<file path="src/rtl/i2c_slave_ctrl_if.sv">
// Bus bundle between the I2C slave transaction controller and its neighbours:
// edge/condition detectors, address comparator, FIFOs and the SDA selector.
interface i2c_slave_ctrl_if;
    logic       start_found;
    logic       stop_found;
    logic       scl_rise;
    logic       scl_fall;
    logic       sda_in;
    logic       address_match;
    logic       rw_bit;
    logic       rx_fifo_full;
    logic       tx_fifo_empty;
    logic [1:0] sda_mode;
    logic       rx_enable;
    logic       tx_enable;
    logic       load_data;
    logic       tx_fifo_pop;
    logic       rx_byte_done;
    logic       tx_underrun;
    logic       busy;

    modport slave (
        input  start_found, stop_found, scl_rise, scl_fall, sda_in,
        input  address_match, rw_bit, rx_fifo_full, tx_fifo_empty,
        output sda_mode, rx_enable, tx_enable, load_data,
        output tx_fifo_pop, rx_byte_done, tx_underrun, busy
    );

    modport master (
        output start_found, stop_found, scl_rise, scl_fall, sda_in,
        output address_match, rw_bit, rx_fifo_full, tx_fifo_empty,
        input  sda_mode, rx_enable, tx_enable, load_data,
        input  tx_fifo_pop, rx_byte_done, tx_underrun, busy
    );
endinterface

</file>
<file path="src/rtl/i2c_slave_ctrl.sv">
// I2C slave transaction controller: tracks START/STOP and bit counts,
// drives the SDA selector code and RX/TX/FIFO strobes.
module i2c_slave_ctrl #(
    parameter int DATA_WIDTH = 8
) (
    input logic            clk,
    input logic            rst,
    i2c_slave_ctrl_if.slave bus
);
    localparam int CW = $clog2(DATA_WIDTH + 1);
    localparam logic [CW-1:0] CMAX = CW'(DATA_WIDTH);

    typedef enum logic [3:0] {
        IDLE, ADDR_RX, ADDR_CHK, ADDR_WAIT, ADDR_ACK,
        DATA_RX, DATA_CHK, DATA_WAIT, DATA_ACK,
        DATA_TX, MASTER_ACK, NACK, WAIT_STOP
    } state_t;

    state_t        state;
    logic [CW-1:0] cnt;
    logic [CW-1:0] cnt_inc;
    logic          match_q, rw_q, ack_q, mack_q;
    logic [1:0]    mode_q;
    logic          rise, fall, ovr;
    logic          rx_en, tx_en, load;

    // A simultaneous rise/fall is treated as a rise only.
    assign rise    = bus.scl_rise;
    assign fall    = bus.scl_fall & ~bus.scl_rise;
    assign ovr     = bus.stop_found | bus.start_found;
    assign cnt_inc = (cnt == CMAX) ? cnt : cnt + CW'(1);

    always_comb begin
        rx_en            = 1'b0;
        tx_en            = 1'b0;
        load             = 1'b0;
        bus.rx_byte_done = 1'b0;
        if (!rst && !ovr) begin
            unique case (state)
                ADDR_RX, DATA_RX: rx_en = rise;
                ADDR_WAIT:  load = fall & match_q & rw_q;
                DATA_CHK:   bus.rx_byte_done = ~bus.rx_fifo_full;
                DATA_TX:    tx_en = fall & (cnt != CMAX);
                MASTER_ACK: load = fall & ~mack_q;
                default: ;
            endcase
        end
    end

    assign bus.rx_enable   = rx_en;
    assign bus.tx_enable   = tx_en;
    assign bus.load_data   = load;
    assign bus.tx_fifo_pop = load & ~bus.tx_fifo_empty;
    assign bus.tx_underrun = load & bus.tx_fifo_empty;
    assign bus.sda_mode    = mode_q;
    assign bus.busy        = (state != IDLE);

    always_ff @(posedge clk) begin
        if (rst) begin
            state   <= IDLE;
            cnt     <= '0;
            match_q <= 1'b0;
            rw_q    <= 1'b0;
            ack_q   <= 1'b0;
            mack_q  <= 1'b0;
            mode_q  <= 2'b00;
        end else if (bus.stop_found) begin
            state  <= IDLE;
            cnt    <= '0;
            mode_q <= 2'b00;
        end else if (bus.start_found) begin
            state  <= ADDR_RX;
            cnt    <= '0;
            mode_q <= 2'b00;
        end else begin
            unique case (state)
                ADDR_RX, DATA_RX: if (rise) begin
                    cnt <= cnt_inc;
                    if (cnt_inc == CMAX)
                        state <= (state == ADDR_RX) ? ADDR_CHK : DATA_CHK;
                end
                ADDR_CHK: begin
                    match_q <= bus.address_match;
                    rw_q    <= bus.rw_bit;
                    cnt     <= '0;
                    state   <= ADDR_WAIT;
                end
                ADDR_WAIT: if (fall) begin
                    state  <= match_q ? ADDR_ACK : NACK;
                    mode_q <= match_q ? 2'b01 : 2'b10;
                end
                ADDR_ACK: if (fall) begin
                    state  <= rw_q ? DATA_TX : DATA_RX;
                    mode_q <= rw_q ? 2'b11 : 2'b00;
                end
                DATA_CHK: begin
                    ack_q <= ~bus.rx_fifo_full;
                    cnt   <= '0;
                    state <= DATA_WAIT;
                end
                DATA_WAIT: if (fall) begin
                    state  <= ack_q ? DATA_ACK : NACK;
                    mode_q <= ack_q ? 2'b01 : 2'b10;
                end
                DATA_ACK: if (fall) begin
                    state  <= DATA_RX;
                    mode_q <= 2'b00;
                end
                DATA_TX: begin
                    if (rise) begin
                        cnt <= cnt_inc;
                    end else if (fall && cnt == CMAX) begin
                        state  <= MASTER_ACK;
                        mode_q <= 2'b00;
                        cnt    <= '0;
                    end
                end
                MASTER_ACK: begin
                    if (rise) begin
                        mack_q <= bus.sda_in;
                    end else if (fall) begin
                        state  <= mack_q ? WAIT_STOP : DATA_TX;
                        mode_q <= mack_q ? 2'b00 : 2'b11;
                    end
                end
                NACK: if (fall) begin
                    state  <= WAIT_STOP;
                    mode_q <= 2'b00;
                end
                default: ;
            endcase
        end
    end
endmodule

</file>
<file path="src/flat_wrapper.sv">
// flat-port wrapper written by rule: the top's interface ports become plain ports
module i2c_slave_ctrl_flat 
#(
    parameter int DATA_WIDTH = 8
)
  (clk, rst, bus_start_found, bus_stop_found, bus_scl_rise, bus_scl_fall, bus_sda_in, bus_address_match, bus_rw_bit, bus_rx_fifo_full, bus_tx_fifo_empty, bus_sda_mode, bus_rx_enable, bus_tx_enable, bus_load_data, bus_tx_fifo_pop, bus_rx_byte_done, bus_tx_underrun, bus_busy);
  i2c_slave_ctrl_if bus_i ();
  input logic clk;
  input logic rst;
  input wire logic [$bits(bus_i.start_found)-1:0] bus_start_found;
  input wire logic [$bits(bus_i.stop_found)-1:0] bus_stop_found;
  input wire logic [$bits(bus_i.scl_rise)-1:0] bus_scl_rise;
  input wire logic [$bits(bus_i.scl_fall)-1:0] bus_scl_fall;
  input wire logic [$bits(bus_i.sda_in)-1:0] bus_sda_in;
  input wire logic [$bits(bus_i.address_match)-1:0] bus_address_match;
  input wire logic [$bits(bus_i.rw_bit)-1:0] bus_rw_bit;
  input wire logic [$bits(bus_i.rx_fifo_full)-1:0] bus_rx_fifo_full;
  input wire logic [$bits(bus_i.tx_fifo_empty)-1:0] bus_tx_fifo_empty;
  output wire logic [$bits(bus_i.sda_mode)-1:0] bus_sda_mode;
  output wire logic [$bits(bus_i.rx_enable)-1:0] bus_rx_enable;
  output wire logic [$bits(bus_i.tx_enable)-1:0] bus_tx_enable;
  output wire logic [$bits(bus_i.load_data)-1:0] bus_load_data;
  output wire logic [$bits(bus_i.tx_fifo_pop)-1:0] bus_tx_fifo_pop;
  output wire logic [$bits(bus_i.rx_byte_done)-1:0] bus_rx_byte_done;
  output wire logic [$bits(bus_i.tx_underrun)-1:0] bus_tx_underrun;
  output wire logic [$bits(bus_i.busy)-1:0] bus_busy;
  assign bus_i.start_found = bus_start_found;
  assign bus_i.stop_found = bus_stop_found;
  assign bus_i.scl_rise = bus_scl_rise;
  assign bus_i.scl_fall = bus_scl_fall;
  assign bus_i.sda_in = bus_sda_in;
  assign bus_i.address_match = bus_address_match;
  assign bus_i.rw_bit = bus_rw_bit;
  assign bus_i.rx_fifo_full = bus_rx_fifo_full;
  assign bus_i.tx_fifo_empty = bus_tx_fifo_empty;
  assign bus_sda_mode = bus_i.sda_mode;
  assign bus_rx_enable = bus_i.rx_enable;
  assign bus_tx_enable = bus_i.tx_enable;
  assign bus_load_data = bus_i.load_data;
  assign bus_tx_fifo_pop = bus_i.tx_fifo_pop;
  assign bus_rx_byte_done = bus_i.rx_byte_done;
  assign bus_tx_underrun = bus_i.tx_underrun;
  assign bus_busy = bus_i.busy;
  i2c_slave_ctrl #(.DATA_WIDTH(DATA_WIDTH)) u_core (.clk(clk), .rst(rst), .bus(bus_i));
endmodule
</file>
<file path="config.mk">
export PLATFORM = sky130hd
export DESIGN_NAME = i2c_slave_ctrl_flat
export DESIGN_NICKNAME = d
export VERILOG_FILES = /design/src/rtl/i2c_slave_ctrl_if.sv /design/src/rtl/i2c_slave_ctrl.sv /design/src/flat_wrapper.sv
export SDC_FILE = /design/constraint.sdc
export NUM_CORES = 1
export LEC_CHECK = 0
export BUFFER_PORTS_ARGS = -buffer_cell sky130_fd_sc_hd__buf_4
export CAP_MARGIN = 20
export CORE_MARGIN = 1.5
export CORE_UTILIZATION = 25
export DETAILED_ROUTE_END_ITERATION = 10
export PLACE_DENSITY = 0.5
export SLEW_MARGIN = 20
export SYNTH_ARGS = -nofsm -noshare
export SYNTH_HDL_FRONTEND = slang
export SYNTH_SLANG_ARGS = --single-unit
</file>
<file path="constraint.sdc">
create_clock -name clk -period 1.5 [get_ports clk]
set_input_delay 0.075 -clock clk [delete_from_list [all_inputs] [get_ports clk]]
set_output_delay 0.075 -clock clk [all_outputs]
set_load 0.005 [all_outputs]
</file>
==> flow_summary_export.csv <==
group,metric,value,unit
setup_path,crit_chain,"inv_2 -> ha_4 -> and3b_2 -> nor2_2 -> o41ai_4 -> nand4_1 -> nor4b_2",
final_layout,n_antenna_cell,0,
sta,setup-tns-final,-1.183,ns
run,drv_cap,0,
synthesis,synth.distinct_cells,49,
die,coreArea,0.004474,mm²
outcome,violations,"negative setup slack",
sta,period_share,111.3,%
synthesis,yosys_warnings,0,
synthesis,ys_async_sr_fraction,0,%
die,ios,20,
global_routing,grt_pass1_wl,6.458,mm
drt,drc,0,
placement,dpl_cell_area,0.001625,mm²
synthesis,synth_edf_count,0,
power,total_power,0.9819,mW
synthesis,synth_most_common_cell,"nand2_1",
setup_path,crit_path_end_kind,"register",
power,ir_drop,0.0004988,V
placement,numPortBuffers,19,
synthesis,synth_top_area_share,23.43,%
drt,first_pass_iters,4,
setup_path,slowest_delay,0.41,ns
synthesis,yosys-top-cells-area,"dfxtp_1, nand2_1, a21oi_1, nor2b_1, o21ai_0",
clock_network,cts_root_buf,"clkbuf_8",
die,dieArea,0.005209,mm²
drt,wl,4.246,mm
clock_network,clkSinkCount,14,
outcome,status,"finished, violations left",
worst_hold_path,hold_path_class,"input port to register",
sta,fmax,0.5988,GHz
sta,skew,0.009463,ns
setup_path,worstSetupPathType,"register to register",
final_layout,drive_above_1_share,49.12,%
synthesis,ys_ff_latch,14,
final_layout,multiInputGateArea,0.001042,mm²
synthesis,synthFlopType,"dfxtp_1",
clock_network,clk_path_buf_depth,2,
setup_path,start_kind,"register",
drt,viasPerCell,5.182,
sta,rsz0062_at_grt,"true",
placement,hpwl,2.846,mm
final_layout,design_area,0.002038,mm²
die,start_util,26.73,%
setup_path,slowest_stage,"o41ai_4",
drt,wl_per_cell,15.16,µm
power,leakagePower,0.8002,nW
setup_path,cp_data_arrival_time,1.82,ns
synthesis,synth_common_cells,"nand2_1, a21oi_1, dfxtp_1",
final_layout,final_util,45.55,%
setup_path,worst-path-max-fanout,3,
final_layout,ff_latch_area,294.0,µm²
global_routing,grt_max_degree,16,
synthesis,synth_largest_area_cell,"dfxtp_1",
clock_network,cts_tree,"done",
power,powerDensity,481.8,mW/mm²
placement,gp_congestion,0.8179,
final_layout,area_delta_synth_final,70.40,%
synthesis,synth_area_per_cell,6.995,µm²
sta,maxSlewViolCount,0,
global_routing,antenna_found_initial,0,
setup_path,worstPathRequired,1.65,ns
synthesis,synthesis.nets,184,
clock_network,cts_max_level,1,
die,rows,24,
sta,layout_min_cycle_time,1.670,ns
clock_network,cts_hold_buf,0,
clock_network,clk_pin_slew,0.08,ns
die,die_width,72.17,µm
drt,vias,1451,
synthesis,syn_inst,171,
clock_network,cts_buffers,3,
final_layout,nets,242,
final_layout,fillCellCount,442,
sta,worst_slack,-0.1699,ns
clock_network,clock_latency,0.26,ns
sta,setup_viol_count_final,15,
global_routing,grt_pass1_vias,1345,
sta,hold_viol,0,
drt,ant_nets,0,
drt,first_iter_violations,31,
sta,worst_slew_pin_slew,0.3212,ns
sta,holdWs,0.02139,ns
synthesis,synthesis.area,0.001196,mm²
sta,relSlewSlack,78.51,%
global_routing,grt_use_total,15.88,%
synthesis,synth_seq_area_share,23.43,%
die,die_h,72.17,µm
global_routing,grt_overflow,0,
## metrics by stage
step / worst slack (ns) / cells
3_3_place_gp: -0.2022 / 266
4_1_cts: -0.1552 / 275
6_report: -0.1699 / 280
2_1_floorplan: -0.08051 / 171
3_5_place_dp: -0.1641 / 266
5_1_grt: -0.2132 / 280
## routing by layer
layer	global-route usage, %	vias up	part of all wire [%]
met5	0	-	0
met4	3.354	0	0.57
met3	3.472	2	2.1
met2	27.16	19	51
met1	20.54	694	46
li1	-	736	-
## cell usage in the layout, fill, tap and decap left out, types with 3 or more instances in the layout
master,Yosys,layout
nand2_1,19,15
a21oi_1,14,12
nor3_2,0,5
dfxtp_4,0,3
nand2b_1,6,5
buf_4,1,48
o21ai_0,11,7
dfxtp_1,14,9
nand2_2,0,3
or3_1,4,3
clkbuf_8,0,4
nand3_1,5,4
nor3_1,9,4
mux2i_1,4,4
inv_1,8,5
nor2b_1,10,7
nor2_1,10,7
nand4_1,3,3
and2_1,3,3
buf_6,0,15
## repair_timing
item | 4_1_cts | 5_1_grt
pin swaps | 12 | 31
resized for setup | 30 | 43
endpoints found under the setup margin | 18 | 17
buffers inserted | 6 | 6
## critical path, delay by kind of cell, from the launching register on
kind                       cells  cell delay, ns
buffers and inverters          1            0.06
AOI/OAI and AO/OA              1            0.41
DFF                            1            0.34
and+or+nand+nor                4            0.63
adders and majority gates      1            0.13
## cell families (layout without fill, tap and decap cells)
logic type | Yosys count | after routing | share of synthesized area [%]
simple gates | 83 | 83 | 37.66
buf+inv | 19 | 76 | 6.695
fa+ha+maj | 2 | 2 | 2.092
compound gates | 47 | 47 | 25.31
flops | 14 | 14 | 23.43
xor+xnor | 2 | 2 | 1.465
mux | 4 | 4 | 3.347
## power by group
part | switching, mW | leakage [nW] | total (mW) | internal (mW)
sequential | 0.00559 | 0.116 | 0.376 | 0.371
clock | 0.171 | 0.0288 | 0.404 | 0.234
combinational | 0.0960 | 0.655 | 0.202 | 0.105
total | 0.272 | 0.800 | 0.982 | 0.710
## sequential cells by signal (all words and copies together), names as in the netlist
register and count:
u_core.bus.sda_mode 2, u_core.state 4, u_core.match_q 1, u_core.cnt 4, u_core.mack_q 1, u_core.rw_q 1, u_core.ack_q 1
## area by class of cell
class	instances	share of cell area, %
clock buffers	4	2.701
inverters	8	1.596
multi-input cells	138	51.14
repair buffers	64	26.95
well taps	52	3.192
flip-flops and latches	14	14.43
## final timing paths
kind | from | to | slack, ns | cells after the start
max reg2reg | u_core.cnt[1]$_SDFFE_PN0P_ | u_core.state[0]$_SDFFE_PP0P_ | -0.17 | 7
min reg2reg | u_core.rw_q$_SDFFE_PP0P_ | u_core.rw_q$_SDFFE_PP0P_ | 0.51 | 2
min | bus_stop_found | u_core.state[0]$_SDFFE_PP0P_ | 0.02 | 2
max | u_core.cnt[1]$_SDFFE_PN0P_ | u_core.state[0]$_SDFFE_PP0P_ | -0.17 | 7
Power figures use the tool's default switching activity.
